### config.mk
export PLATFORM = sky130hd
export DESIGN_NAME = pixel_stream_processor_flat
export DESIGN_NICKNAME = d
export VERILOG_FILES = /design/src/rtl/pixel_stream_processor_if.sv /design/src/rtl/pixel_stream_processor.sv /design/src/flat_wrapper.sv
export SDC_FILE = /design/constraint.sdc
export NUM_CORES = 1
export LEC_CHECK = 0
export CAP_MARGIN = 0
export CELL_PAD_IN_SITES_DETAIL_PLACEMENT = 0
export CELL_PAD_IN_SITES_GLOBAL_PLACEMENT = 1
export CORE_MARGIN = 1.5
export CORE_UTILIZATION = 45
export DETAILED_ROUTE_END_ITERATION = 6
export PLACE_DENSITY = 0.89
export SLEW_MARGIN = 10
export SYNTH_ARGS = -nofsm -noshare
export SYNTH_HDL_FRONTEND = slang
export SYNTH_SLANG_ARGS = --single-unit
export TNS_END_PERCENT = 100
### constraint.sdc
create_clock -name HCLK -period 7.78 [get_ports HCLK]
set_clock_uncertainty 0.2 [all_clocks]
set_input_delay 1.556 -clock HCLK [delete_from_list [all_inputs] [get_ports HCLK]]
set_output_delay 1.556 -clock HCLK [all_outputs]
set_load 0.01 [all_outputs]
### src/rtl/pixel_stream_processor_if.sv
// Pixel beat stream between the source, the point-operation pipeline and the image writer.
interface pixel_stream_processor_if #(
    parameter int PPC = 2,
    parameter int DW  = 8
);
    logic                  in_valid;
    logic                  in_ready;
    logic [PPC*3*DW-1:0]   in_data;
    logic                  out_valid;
    logic [PPC*3*DW-1:0]   out_data;

    modport slave  (input  in_valid, in_data, output in_ready, out_valid, out_data);
    modport master (output in_valid, in_data, input  in_ready, out_valid, out_data);
endinterface

### src/rtl/pixel_stream_processor.sv
// Frame-sequenced RGB point-operation pipeline (pass/brightness/invert-gray/threshold),
// PPC lanes per beat, fixed two-stage latency, with VSYNC/HSYNC framing and done pulse.
//
// state      | meaning
// -----------+--------------------------------------------------
// ST_IDLE    | waiting for start, config latched on accepted start
// ST_VSYNC   | startup blanking, STARTUP_DELAY cycles
// ST_HSYNC   | line blanking, HSYNC_DELAY cycles
// ST_DATA    | accepting beats of the current line
// ST_DRAIN   | last beat taken, waiting for the pipe to empty
module pixel_stream_processor #(
    parameter int WIDTH         = 768,
    parameter int HEIGHT        = 512,
    parameter int PPC           = 2,
    parameter int DW            = 8,
    parameter int STARTUP_DELAY = 100,
    parameter int HSYNC_DELAY   = 160
) (
    input  logic                     HCLK,
    input  logic                     HRESET,
    input  logic                     start,
    input  logic [2:0]               mode,
    input  logic [DW-1:0]            bright_val,
    input  logic [DW-1:0]            thresh_val,
    pixel_stream_processor_if.slave  px,
    output logic                     VSYNC,
    output logic                     HSYNC,
    output logic                     busy,
    output logic                     ctrl_done
);
    localparam int PW    = 3 * DW;
    localparam int COLS  = WIDTH / PPC;
    localparam int CW    = $clog2(COLS) + 1;
    localparam int RW    = $clog2(HEIGHT) + 1;
    localparam int TMAX  = (STARTUP_DELAY > HSYNC_DELAY) ? STARTUP_DELAY : HSYNC_DELAY;
    localparam int TW    = $clog2(TMAX) + 1;

    typedef enum logic [2:0] {ST_IDLE, ST_VSYNC, ST_HSYNC, ST_DATA, ST_DRAIN} state_t;

    state_t           state, state_nx;
    logic [TW-1:0]    tmr, tmr_nx;
    logic [CW-1:0]    col, col_nx;
    logic [RW-1:0]    row, row_nx;
    logic             cfg_load, accept, v1;
    logic [2:0]       mode_q;
    logic [DW-1:0]    bright_q, thresh_q;
    logic [PPC*PW-1:0] res;

    // Flops release on a synchronised edge but still clear immediately on HRESET.
    logic [1:0] rst_sync;
    logic       rst_b;
    always_ff @(posedge HCLK or negedge HRESET) begin
        if (!HRESET) rst_sync <= 2'b00;
        else         rst_sync <= {rst_sync[0], 1'b1};
    end
    assign rst_b = rst_sync[1];

    assign accept      = px.in_valid && px.in_ready;
    assign px.in_ready = (state == ST_DATA);
    assign VSYNC       = (state == ST_VSYNC);
    assign busy        = (state != ST_IDLE);
    assign HSYNC       = px.out_valid;

    always_ff @(posedge HCLK or negedge rst_b) begin
        if (!rst_b) begin
            state    <= ST_IDLE;
            tmr      <= '0;
            col      <= '0;
            row      <= '0;
            mode_q   <= '0;
            bright_q <= '0;
            thresh_q <= '0;
        end else begin
            state <= state_nx;
            tmr   <= tmr_nx;
            col   <= col_nx;
            row   <= row_nx;
            if (cfg_load) begin
                mode_q   <= mode;
                bright_q <= bright_val;
                thresh_q <= thresh_val;
            end
        end
    end

    always_comb begin
        state_nx  = state;
        tmr_nx    = tmr;
        col_nx    = col;
        row_nx    = row;
        cfg_load  = 1'b0;
        ctrl_done = 1'b0;
        case (state)
            ST_IDLE: if (start) begin
                state_nx = ST_VSYNC;
                tmr_nx   = TW'(STARTUP_DELAY - 1);
                col_nx   = '0;
                row_nx   = '0;
                cfg_load = 1'b1;
            end
            ST_VSYNC: if (tmr == '0) begin
                state_nx = ST_HSYNC;
                tmr_nx   = TW'(HSYNC_DELAY - 1);
            end else begin
                tmr_nx = tmr - TW'(1);
            end
            ST_HSYNC: if (tmr == '0) state_nx = ST_DATA;
                      else           tmr_nx   = tmr - TW'(1);
            ST_DATA: if (accept) begin
                if (col == CW'(COLS - 1)) begin
                    col_nx = '0;
                    if (row == RW'(HEIGHT - 1)) begin
                        state_nx = ST_DRAIN;
                    end else begin
                        row_nx   = row + RW'(1);
                        state_nx = ST_HSYNC;
                        tmr_nx   = TW'(HSYNC_DELAY - 1);
                    end
                end else begin
                    col_nx = col + CW'(1);
                end
            end
            ST_DRAIN: if (!v1 && !px.out_valid) begin
                ctrl_done = 1'b1;
                state_nx  = ST_IDLE;
            end
            default: state_nx = ST_IDLE;
        endcase
    end

    // Stage 1 keeps one spare bit per channel so stage 2 can see add overflow / sub underflow.
    for (genvar k = 0; k < PPC; k++) begin : g_lane
        logic [DW+1:0]       sum_d, sum_q;
        logic [2:0][DW:0]    ch_d, ch_q;
        logic [DW-1:0]       gray;
        logic [PW-1:0]       px_o;

        always_comb begin
            sum_d = '0;
            ch_d  = '0;
            for (int c = 0; c < 3; c++) begin
                sum_d = sum_d + {2'b00, px.in_data[PW*k + DW*c +: DW]};
                case (mode_q)
                    3'd1:    ch_d[c] = {1'b0, px.in_data[PW*k + DW*c +: DW]} + {1'b0, bright_q};
                    3'd2:    ch_d[c] = {1'b0, px.in_data[PW*k + DW*c +: DW]} - {1'b0, bright_q};
                    default: ch_d[c] = {1'b0, px.in_data[PW*k + DW*c +: DW]};
                endcase
            end
        end

        always_ff @(posedge HCLK or negedge rst_b) begin
            if (!rst_b) begin
                sum_q <= '0;
                ch_q  <= '0;
            end else begin
                sum_q <= sum_d;
                ch_q  <= ch_d;
            end
        end

        always_comb begin
            gray = DW'(sum_q / (DW+2)'(3));
            px_o = '0;
            for (int c = 0; c < 3; c++) begin
                case (mode_q)
                    3'd1:    px_o[DW*c +: DW] = ch_q[c][DW] ? {DW{1'b1}} : ch_q[c][DW-1:0];
                    3'd2:    px_o[DW*c +: DW] = ch_q[c][DW] ? {DW{1'b0}} : ch_q[c][DW-1:0];
                    3'd3:    px_o[DW*c +: DW] = ~gray;
                    3'd4:    px_o[DW*c +: DW] = (gray > thresh_q) ? {DW{1'b1}} : {DW{1'b0}};
                    default: px_o[DW*c +: DW] = ch_q[c][DW-1:0];
                endcase
            end
        end

        assign res[PW*k +: PW] = px_o;
    end

    always_ff @(posedge HCLK or negedge rst_b) begin
        if (!rst_b) begin
            v1          <= 1'b0;
            px.out_valid <= 1'b0;
            px.out_data  <= '0;
        end else begin
            v1           <= accept;
            px.out_valid <= v1;
            px.out_data  <= v1 ? res : '0;
        end
    end
endmodule
### src/flat_wrapper.sv
// flat-port wrapper written by rule: the top's interface ports become plain ports
module pixel_stream_processor_flat 
#(
    parameter int WIDTH         = 768,
    parameter int HEIGHT        = 512,
    parameter int PPC           = 2,
    parameter int DW            = 8,
    parameter int STARTUP_DELAY = 100,
    parameter int HSYNC_DELAY   = 160
)
  (HCLK, HRESET, start, mode, bright_val, thresh_val, VSYNC, HSYNC, busy, ctrl_done, px_in_valid, px_in_data, px_in_ready, px_out_valid, px_out_data);
  pixel_stream_processor_if #(.PPC(PPC), .DW(DW)) px_i ();
  input  logic HCLK;
  input  logic HRESET;
  input  logic start;
  input  logic [2:0] mode;
  input  logic [DW-1:0] bright_val;
  input  logic [DW-1:0] thresh_val;
  output logic VSYNC;
  output logic HSYNC;
  output logic busy;
  output logic ctrl_done;
  input wire logic [$bits(px_i.in_valid)-1:0] px_in_valid;
  input wire logic [$bits(px_i.in_data)-1:0] px_in_data;
  output wire logic [$bits(px_i.in_ready)-1:0] px_in_ready;
  output wire logic [$bits(px_i.out_valid)-1:0] px_out_valid;
  output wire logic [$bits(px_i.out_data)-1:0] px_out_data;
  assign px_i.in_valid = px_in_valid;
  assign px_i.in_data = px_in_data;
  assign px_in_ready = px_i.in_ready;
  assign px_out_valid = px_i.out_valid;
  assign px_out_data = px_i.out_data;
  pixel_stream_processor #(.WIDTH(WIDTH), .HEIGHT(HEIGHT), .PPC(PPC), .DW(DW), .STARTUP_DELAY(STARTUP_DELAY), .HSYNC_DELAY(HSYNC_DELAY)) u_core (.HCLK(HCLK), .HRESET(HRESET), .start(start), .mode(mode), .bright_val(bright_val), .thresh_val(thresh_val), .px(px_i), .VSYNC(VSYNC), .HSYNC(HSYNC), .busy(busy), .ctrl_done(ctrl_done));
endmodule
==> metrics <==
Place WS 2.12 ns; CP delay by family, top compound AO/OA/AOI/OAI gates; Detail Route Antenna Nets 0; die width 170 um; fin. max-slew vios 0; TritonCTS clock tree yes; Max Freq 173 MHz; total number of vias 10.7k; critical setup path kind flip-flop to flip-flop; RSZ-0062 raised after global routing false; H-tree Lvls 4; Detail Placement HPWL 25800 um; nature of the critical path endpoint flip-flop; Leak 6.51 nW; clk sinks 177; Num CTS Buffers 17; FF+latch count, synth 177; GPL Wtd Cong 0.879; Buf+Inv Stages, Crit Path 0; Tmin final 5.78 ns; FFs w/ async S/R, synth 100%; max-cap violations 0; Pre-antenna DRT Iters 5; CP Cell Sequence or4bb_1, o32ai_1, o22ai_1, nand3_2, xnor2_1, a221oi_2, xnor2_1, ha_1, a211o_1, o32ai_1, mux2_2, and3_1, ha_1, nor2b_1, o21a_1, o21a_1, o21bai_1, a21oi_1, nor2_1, o22ai_1, o21ai_0, a221oi_1; Final Hold Vio Count 0; placed cell area 0.0140 mm^2; Hold WS 0.160 ns; cell area after layout 0.0146 mm^2; cell count after synthesis 1431; Cell variety after synth 86; DR vias/cell 5.64; antenna fix cells 0; Post-synth EDFFs 0; Max stage delay cell, worst path dfrtp_1; GR Overflow Total 0; CP required 7.88 ns; CTS root buffer clkbuf_16; detailed-route DRC error count 0; num ports 125; later-pin clock latency in the skew report 0.44 ns; WL per Instance 17.9 um; number of core rows 60; slowest cell delay on critical path 0.74 ns; starting density of the core 46.2%; critical path peak fanout 19; Tot GR Track Use 24.3%; status completed; post-CTS setup buffers 0; Post-CTS Resized 0; hold buffer count at cts 0; die area 0.0289 mm^2; final setup vio count 0; share of layout cells above drive strength 1 6.01%; number of global-route vias before repair 10.2k; period utilization 74.2%; Layout area overhead 16.1%; initial antenna violation count 0; Worst-path clk slew 0.07 ns; Avg Synthesized Cell Area 8.77 um^2; largest net degree at the start of global routing 97; Clock Tree Buf Depth 2; Setup WS post-layout 2.00 ns; Final nets 1701; WP data arrival 5.88 ns; CORE AREA 0.0272 mm^2; Worst-Margin Slew 1.19 ns; Worst setup SP type flip-flop; Pwr per Cell Area 499 mW/mm^2; Post-Syn Area 0.0126 mm^2; input/output buffers 124; most common flop cell mapped by yosys dfrtp_1; overall routed net length 34000 um; Die Ht 170 um; Final Core Density 53.6%; Syn Nets 1614; Seq/Total Area, Yosys 35.3%; DRT iter0 DRCs 731; setup_tns 0 ns; Yosys warnings 0; first-pass GRT wire length 54600 um; Max IR drop VDD 247 uV; worst rel slew slack 20.0%; worst min path class flip-flop to asynchronous set/reset pin
## synth_stat cells, types with 6 or more instances
cell	instances	area, um^2
a211o_1	6	52.6
a211oi_1	11	82.6
a21o_1	18	135
a21oi_1	119	596
a221oi_1	14	123
a22o_1	6	52.6
a31oi_1	8	50.1
and2_1	6	37.5
and3_1	9	56.3
buf_2	9	45.0
buf_4	7	52.6
buf_6	6	67.6
clkbuf_1	42	158
dfrtp_1	177	4430
fa_1	10	200
ha_1	102	1280
inv_1	111	417
mux2_2	17	191
mux2i_1	8	80.1
nand2_1	103	387
nand2b_1	19	119
nand3_1	13	65.1
nand3b_1	7	52.6
nand4_1	14	87.6
nor2_1	113	424
nor2b_1	15	93.8
nor3_1	17	85.1
nor3b_1	10	75.1
o21a_1	15	113
o21ai_0	170	851
o21bai_1	30	225
o221ai_1	8	70.1
o22ai_1	8	50.1
o31ai_1	11	82.6
or2_2	8	50.1
or3_1	8	50.1
xnor2_1	66	578
xor2_1	24	210
## per-layer routing
metal	vias up	global-route usage [%]	wire length, um
li1	5237	-	-
met1	5104	35.3	16500
met2	329	36.9	14900
met3	59	3.00	1680
met4	0	8.85	978
met5	-	0	0
## area by class of cell
cell class	count	area, um^2
Clock buffer	21	470
Clock inverter	11	96.3
Sequential cell	177	4430
Inverter	114	428
Multi-Input combinational cell	1073	7360
Timing Repair Buffer	135	1320
Fill cell	2519	12600
Tap cell	372	465
## cell usage in the layout, fill, tap and decap left out, types with 17 or more instances in the layout
master           instances
a21o_1                  18
a21oi_1                119
clkbuf_16               17
clkdlybuf4s50_1        124
dfrtp_1                176
ha_1                   102
inv_1                  111
mux2_2                  17
nand2_1                102
nand2b_1                19
nor2_1                 112
nor3_1                  17
o21ai_0                170
o21bai_1                30
xnor2_1                 66
xor2_1                  24
## kinds of logic (layout without fill, tap and decap cells)
family / count (synthesis) / in the layout / share of synthesized area (%)
compound gates: 471 / 471 / 23.3
mux: 26 / 26 / 2.25
other cells: 1 / 1 / 0.0299
fa+ha+maj: 113 / 113 / 11.8
buf+inv: 181 / 281 / 6.20
xor+xnor: 91 / 91 / 6.41
flops: 177 / 177 / 35.3
simple gates: 371 / 371 / 14.7
## sequential cells by signal (all words and copies together) (netlist names), 2 cells and up
register and count:
u_core.bright_q 8, u_core.col 10, u_core.g_lane.ch_q 54, u_core.g_lane.sum_q 20, u_core.mode_q 3, u_core.px.out_data 48, u_core.row 10, u_core.rst_sync 2
u_core.state 3, u_core.thresh_q 8, u_core.tmr 9
## worst paths after layout
kind                                                          start  slack, ns                          endpoint  depth (start not counted)
worst min register to register         u_core.rst_sync[1]$_DFF_PN0_       0.16  u_core.px.out_data[27]$_DFF_PN0_                          0
max in group asynchronous              u_core.rst_sync[1]$_DFF_PN0_       5.80       u_core.state[1]$_DFFE_PN0P_                          1
min in group HCLK                      u_core.rst_sync[0]$_DFF_PN0_       0.16      u_core.rst_sync[1]$_DFF_PN0_                          0
worst max-delay path            u_core.g_lane[0].sum_q[8]$_DFF_PN0_       2.00  u_core.px.out_data[11]$_DFF_PN0_                         22
worst max register to register  u_core.g_lane[0].sum_q[8]$_DFF_PN0_       2.00  u_core.px.out_data[11]$_DFF_PN0_                         22
worst min-delay path                   u_core.rst_sync[1]$_DFF_PN0_       0.16  u_core.px.out_data[27]$_DFF_PN0_                          0
## where the power goes
part | internal, mW | switching (mW)
clock network | 0.443 | 0.394
logic | 2.01 | 2.69
registers | 1.29 | 0.445
## metrics by stage
step / instances / total power [mW]
after floorplan: 1431 / 5.13
final: 1903 / 7.28
after global placement: 1871 / 6.28
after detailed placement: 1871 / 6.38
after global routing: 1903 / 7.93
after CTS: 1903 / 7.25
Note: power is estimated with default switching activity, not from simulation.
